`src/rtl/ysyx_23060136_pipe_skid_seg_if.sv`:
```
// Beat channel between pipeline stages: valid/ready handshake carrying pc, inst and payload.
interface ysyx_23060136_pipe_skid_seg_if #(
  parameter int unsigned PC_W   = 64,
  parameter int unsigned INST_W = 32,
  parameter int unsigned DATA_W = 128
);
  logic              valid;
  logic              ready;
  logic [PC_W-1:0]   pc;
  logic [INST_W-1:0] inst;
  logic [DATA_W-1:0] data;

  // Producer side drives the beat, consumer side drives ready.
  modport master (output valid, pc, inst, data, input ready);
  modport slave  (input valid, pc, inst, data, output ready);
endinterface

```
`src/rtl/ysyx_23060136_pipe_skid_seg.sv`:
```
// Inter-stage pipeline segment with a 2-entry skid buffer (main + skid registers).
// Full throughput with a registered in_ready; flush squashes held and incoming beats.
// Optional feature macro: YSYX_23060136_SEG_PERF_EN enables stall/flush perf counters.
module ysyx_23060136_pipe_skid_seg #(
  parameter int unsigned       PC_W   = 64,
  parameter int unsigned       INST_W = 32,
  parameter int unsigned       DATA_W = 128,
  parameter logic [PC_W-1:0]   PC_RST = PC_W'(64'h8000_0000),
  parameter logic [INST_W-1:0] NOP    = INST_W'(32'h0000_0013)
) (
  input  logic                                  clk,
  input  logic                                  rst_n,
  input  logic                                  flush,
  ysyx_23060136_pipe_skid_seg_if.slave          in_bus,
  ysyx_23060136_pipe_skid_seg_if.master         out_bus,
  output logic [31:0]                           perf_stall_cnt,
  output logic [31:0]                           perf_flush_cnt
);

  localparam int unsigned CNT_W = 32;

  typedef enum logic [1:0] {S_EMPTY, S_ONE, S_TWO} state_e;

  typedef struct packed {
    logic [PC_W-1:0]   pc;
    logic [INST_W-1:0] inst;
    logic [DATA_W-1:0] data;
  } beat_t;

  localparam beat_t RST_BEAT = '{pc: PC_RST, inst: NOP, data: '0};

  state_e state_q, state_d;
  beat_t  main_q, main_d;
  beat_t  skid_q, skid_d;
  beat_t  in_beat;
  logic   valid_q, valid_d;
  logic   ready_q, ready_d;
  logic   push, pop;

  assign in_beat = '{pc: in_bus.pc, inst: in_bus.inst, data: in_bus.data};
  assign push    = in_bus.valid & ready_q;
  assign pop     = valid_q & out_bus.ready;

  // State, storage and handshake flags; handshake flags mirror the next state.
  always_ff @(posedge clk or negedge rst_n) begin
    if (!rst_n) begin
      state_q <= S_EMPTY;
      main_q  <= RST_BEAT;
      skid_q  <= '0;
      valid_q <= 1'b0;
      ready_q <= 1'b1;
    end else begin
      state_q <= state_d;
      main_q  <= main_d;
      skid_q  <= skid_d;
      valid_q <= valid_d;
      ready_q <= ready_d;
    end
  end

  // Next-state and storage update; flush overrides every handshake.
  always_comb begin
    state_d = state_q;
    main_d  = main_q;
    skid_d  = skid_q;
    if (flush) begin
      state_d = S_EMPTY;
      main_d  = RST_BEAT;
      skid_d  = '0;
    end else begin
      unique case (state_q)
        S_EMPTY: begin
          if (push) begin
            state_d = S_ONE;
            main_d  = in_beat;
          end
        end
        S_ONE: begin
          if (push && pop) begin
            main_d = in_beat;
          end else if (push) begin
            state_d = S_TWO;
            skid_d  = in_beat;
          end else if (pop) begin
            state_d = S_EMPTY;
            main_d  = RST_BEAT;
          end
        end
        S_TWO: begin
          if (pop) begin
            state_d = S_ONE;
            main_d  = skid_q;
          end
        end
        default: begin
          state_d = S_EMPTY;
          main_d  = RST_BEAT;
          skid_d  = '0;
        end
      endcase
    end
    valid_d = (state_d != S_EMPTY);
    ready_d = (state_d != S_TWO);
  end

  assign in_bus.ready  = ready_q;
  assign out_bus.valid = valid_q;
  assign out_bus.pc    = main_q.pc;
  assign out_bus.inst  = main_q.inst;
  assign out_bus.data  = main_q.data;

`ifdef YSYX_23060136_SEG_PERF_EN
  logic [CNT_W-1:0] stall_q;
  logic [CNT_W-1:0] flush_q;

  // Saturating counters: stalled cycles, and flushes that squashed a held beat.
  always_ff @(posedge clk or negedge rst_n) begin
    if (!rst_n) begin
      stall_q <= '0;
      flush_q <= '0;
    end else begin
      if (valid_q && !out_bus.ready && (stall_q != '1)) begin
        stall_q <= stall_q + CNT_W'(1);
      end
      if (flush && (state_q != S_EMPTY) && (flush_q != '1)) begin
        flush_q <= flush_q + CNT_W'(1);
      end
    end
  end

  assign perf_stall_cnt = stall_q;
  assign perf_flush_cnt = flush_q;
`else
  assign perf_stall_cnt = CNT_W'(0);
  assign perf_flush_cnt = CNT_W'(0);
`endif

endmodule

```
`src/flat_wrapper.sv`:
```
// flat-port wrapper written by rule: the top's interface ports become plain ports
module ysyx_23060136_pipe_skid_seg_flat 
#(
  parameter int unsigned       PC_W   = 64,
  parameter int unsigned       INST_W = 32,
  parameter int unsigned       DATA_W = 128,
  parameter logic [PC_W-1:0]   PC_RST = PC_W'(64'h8000_0000),
  parameter logic [INST_W-1:0] NOP    = INST_W'(32'h0000_0013)
)
  (clk, rst_n, flush, perf_stall_cnt, perf_flush_cnt, in_bus_valid, in_bus_pc, in_bus_inst, in_bus_data, in_bus_ready, out_bus_valid, out_bus_pc, out_bus_inst, out_bus_data, out_bus_ready);
  ysyx_23060136_pipe_skid_seg_if #(.PC_W(PC_W), .INST_W(INST_W), .DATA_W(DATA_W)) in_bus_i ();
  ysyx_23060136_pipe_skid_seg_if #(.PC_W(PC_W), .INST_W(INST_W), .DATA_W(DATA_W)) out_bus_i ();
  input  logic clk;
  input  logic rst_n;
  input  logic flush;
  output logic [31:0] perf_stall_cnt;
  output logic [31:0] perf_flush_cnt;
  input wire logic [$bits(in_bus_i.valid)-1:0] in_bus_valid;
  input wire logic [$bits(in_bus_i.pc)-1:0] in_bus_pc;
  input wire logic [$bits(in_bus_i.inst)-1:0] in_bus_inst;
  input wire logic [$bits(in_bus_i.data)-1:0] in_bus_data;
  output wire logic [$bits(in_bus_i.ready)-1:0] in_bus_ready;
  output wire logic [$bits(out_bus_i.valid)-1:0] out_bus_valid;
  output wire logic [$bits(out_bus_i.pc)-1:0] out_bus_pc;
  output wire logic [$bits(out_bus_i.inst)-1:0] out_bus_inst;
  output wire logic [$bits(out_bus_i.data)-1:0] out_bus_data;
  input wire logic [$bits(out_bus_i.ready)-1:0] out_bus_ready;
  assign in_bus_i.valid = in_bus_valid;
  assign in_bus_i.pc = in_bus_pc;
  assign in_bus_i.inst = in_bus_inst;
  assign in_bus_i.data = in_bus_data;
  assign in_bus_ready = in_bus_i.ready;
  assign out_bus_valid = out_bus_i.valid;
  assign out_bus_pc = out_bus_i.pc;
  assign out_bus_inst = out_bus_i.inst;
  assign out_bus_data = out_bus_i.data;
  assign out_bus_i.ready = out_bus_ready;
  ysyx_23060136_pipe_skid_seg #(.PC_W(PC_W), .INST_W(INST_W), .DATA_W(DATA_W), .PC_RST(PC_RST), .NOP(NOP)) u_core (.clk(clk), .rst_n(rst_n), .flush(flush), .in_bus(in_bus_i), .out_bus(out_bus_i), .perf_stall_cnt(perf_stall_cnt), .perf_flush_cnt(perf_flush_cnt));
endmodule
```
`config.mk`:
```
export PLATFORM = sky130hd
export DESIGN_NAME = ysyx_23060136_pipe_skid_seg_flat
export DESIGN_NICKNAME = d
export VERILOG_FILES = /design/src/rtl/ysyx_23060136_pipe_skid_seg_if.sv /design/src/rtl/ysyx_23060136_pipe_skid_seg.sv /design/src/flat_wrapper.sv
export SDC_FILE = /design/constraint.sdc
export NUM_CORES = 1
export LEC_CHECK = 0
export CAP_MARGIN = 20
export CORE_UTILIZATION = 40
export CTS_BUF_LIST = sky130_fd_sc_hd__clkbuf_4 sky130_fd_sc_hd__clkbuf_8
export DETAILED_ROUTE_END_ITERATION = 7
export PLACE_DENSITY_LB_ADDON = 0.3
export SLEW_MARGIN = 20
export SYNTH_ARGS = -nofsm -noshare
export SYNTH_HDL_FRONTEND = slang
export SYNTH_SLANG_ARGS = --single-unit
```
`constraint.sdc`:
```
create_clock -name clk -period 4.5 [get_ports clk]
set_clock_uncertainty 0.2 [all_clocks]
set_input_delay 0.45 -clock clk [delete_from_list [all_inputs] [get_ports clk]]
set_output_delay 0.45 -clock clk [all_outputs]
set_load 0.05 [all_outputs]
```
==> impl_metrics.yaml <==
run_status:
  status: "finished, final reports clean"
pwr:
  vdd_drop_max_uv: 278
  pwr_density_cell_nw_per_um2: 414
  leakage_nw: 11.6
cts:
  cts_buffer_depth: 3
  clk_pin_slew_worst_paths_ns: 0.06
  postCtsSetupBuffers: 0
  numCtsBuffers: 83
  cts_sinks: 452
  htree_num_levels: 3
  cts-root-buf: "clkbuf_8"
  clk-insertion-delay-late_ns: 0.68
  cts_tree: "built"
  ctsResizeCount: 0
yosys:
  synth.area.top_cells: "dfrtp_1, mux2i_1, a22oi_1"
  yosysUniqueCellTypes: 37
  syn_area_um2: 24900
  ys.flop_type: "dfrtp_1"
  synth_edf_count: 0
  async_flop_share_pct: 100
  syn_inst: 2877
  ys_warn_count: 0
  ys_seq_area_share_pct: 45.4
  avgSynthCellArea_um2: 8.67
  synth_top_area_share_pct: 44.8
  yosysTopAreaCell: "dfrtp_1"
  ys_ff_latch: 452
grt:
  grt_max_degree: 223
  grt_pass1_wl_mm: 138
  grt_pass1_vias: 23400
  overflow: 0
  grtUsageTotal_pct: 27.2
  antenna_found_initial: 25
setup_path:
  critPathArrivalTime_ns: 3.87
  path_buf_inv: 2
  critPathTopFamily: "buffers and inverters"
  reg2reg_depth: 5
  cp-end-kind: "flip-flop"
  r2r_slack_ns: 1.01
  critPathKind: "reg -> reg"
  cp-start-kind: "flip-flop"
  r2r-end: "u_core.out_bus.data[43]"
  worstPathRequired_ns: 4.88
  critPathLaunch: "u_core.state_q[0]"
  cp_cell_sequence: "inv_1 -> nor3_4 -> buf_4 -> o21ai_0 -> a21oi_1"
  r2r-start: "u_core.state_q[0]"
  cp_slowest_cell: "dfrtp_4"
  cp_max_fo: 106
  max_stage_delay_ns: 1.07
  cp.depth: 5
route:
  drc: 0
  postRouteAntennaNets: 0
  route.vias.total: 24400
  vias_per_cell: 6.03
  first_pass_iters: 7
  drt_wl_total_mm: 88.9
  drt_iter0_markers: 2525
  drt-wirelength-per-cell_um: 22.0
timing:
  tightest_slew_ns: 1.42
  tns_ns: 0
  fin_worst_hold_slack_ns: 0.240
  finalHoldViolations: 0
  fin_crit_sh_pct: 77.6
  max_slew_margin_pct: 5.03
  slew_viol_final: 0
  fmax_mhz: 286
  setup_viol: 0
  fin_crit_ns: 3.49
  rsz0062_at_grt: "false"
hold_path:
  hp-class: "in -> async"
cells_and_area:
  multi_input_area_um2: 11900
  fin_area_um2: 31300
  layout.cells.non_filler: 4044
  nets: 3358
  seqCellArea_um2: 11300
  syn_to_final_growth_pct: 25.4
  nFillCells: 5691
  layout-drive-gt1-share_pct: 6.24
run:
  max_cap_viol_count: 0
die:
  die_h_um: 252
  fp.coreArea_um2: 61700
  dieWidth_um: 252
  io_pins: 519
  fp-row-count: 91
  die_area_um2: 63400
  initial_core_util_pct: 40.4
placed_design:
  dp_hpwl_mm: 50.2
  place_area_um2: 29500
  gp_congestion: 0.809
  dp.cells: 3878
  portBuffers: 454
## area by class of cell
| cell class | count | share of cell area (%) |
|---|---|---|
| flip-flops and latches | 452 | 36.2 |
| clock buffers | 135 | 5.14 |
| diodes | 18 | 0.144 |
| inverters | 33 | 0.396 |
| clock inverters | 10 | 0.360 |
| multi-input cells | 2068 | 38.1 |
| well taps | 837 | 3.35 |
| repair buffers | 491 | 16.3 |
## cell usage after synthesis, drive strengths merged (5+ instances only)
library cell  instances
dfrtp               447
nand2               421
o21ai               412
a22oi               224
o22ai               224
a21oi               223
mux2i               219
nand3               219
clkbuf              216
buf                 171
inv                  32
o32ai                30
dfstp                 5
## routing by layer
metal / up-vias / GRT usage, % / part of all wire, %
li1: 10900 / - / -
met1: 12200 / 36.4 / 41
met2: 1133 / 41.9 / 47
met3: 189 / 5.99 / 8.0
met4: 14 / 12.3 / 3.5
met5: - / 0 / 0.10
## through the flow
stage	utilization (%)	setup slack (ns)	total power, mW
after global placement	47.8	1.30	8.74
after CTS	50.6	1.09	13.0
final	50.7	1.01	12.9
after global routing	50.7	0.868	13.5
after detailed placement	47.8	1.11	8.82
after floorplan	-	2.27	7.43
## power by group
part           leakage (nW)  internal [mW]  switching (mW)
Clock                 0.918           2.32            1.84
Combinational          4.55           1.27            2.66
Sequential             6.15           4.48           0.382
Total                  11.6           8.07            4.88
## layout by cell type, fill, tap and decap left out, types with 2 or more instances in the layout
cell type	synthesis	final
a21boi_0	2	2
a21o_1	4	4
a21oi_1	223	223
a22oi_1	224	224
buf_12	0	19
buf_4	66	13
buf_6	3	3
buf_8	0	2
clkbuf_4	0	40
clkbuf_8	0	95
clkdlybuf4s50_1	0	451
clkinv_2	0	3
clkinvlp_4	0	2
conb_1	1	64
dfrtp_1	447	444
dfrtp_4	0	3
dfstp_2	5	5
diode_2	0	18
dlygate4sd3_1	0	2
inv_1	32	32
mux2i_1	219	219
nand2_1	421	420
nand2b_1	2	2
nand3_1	219	219
nor2_1	3	2
nor3_4	2	2
o211ai_1	4	4
o21ai_0	280	280
o21ai_1	132	132
o21bai_1	4	4
o22ai_1	224	224
o32ai_1	30	30
## what timing repair did
| action | in CTS | in global routing |
|---|---|---|
| hold buffers | 2 | 0 |
| hold endpoints to repair | 127 | 0 |
| setup endpoints to repair | 0 | 0 |
## worst max path at each step
stage,end,slack [ns]
global placement,u_core.out_bus.data[106],1.30
finish,u_core.out_bus.data[43],1.01
detailed placement,u_core.out_bus.data[43],1.11
global route,u_core.out_bus.data[43],0.87
CTS,u_core.out_bus.data[43],1.09
floorplan,u_core.out_bus.data[0],2.27
## kinds of logic (layout without fill, tap and decap cells)
family | count (synthesis) | after routing | share of synthesized area (%)
other | 1 | 82 | 0.0150
AO/OA/AOI/OAI | 1129 | 1129 | 26.7
buffers and inverters | 420 | 669 | 7.90
XOR/XNOR | 1 | 1 | 0.0351
multiplexers | 219 | 219 | 8.79
flip-flops | 452 | 452 | 45.4
AND/OR/NAND/NOR | 655 | 655 | 11.2
## sequential cells by signal (all words and copies together) (netlist names)
register              count
u_core.in_bus.ready       1
u_core.out_bus.data     128
u_core.out_bus.inst      32
u_core.out_bus.pc        64
u_core.out_bus.valid      1
u_core.skid_q           224
u_core.state_q            2
(Power assumes the default switching activity.)
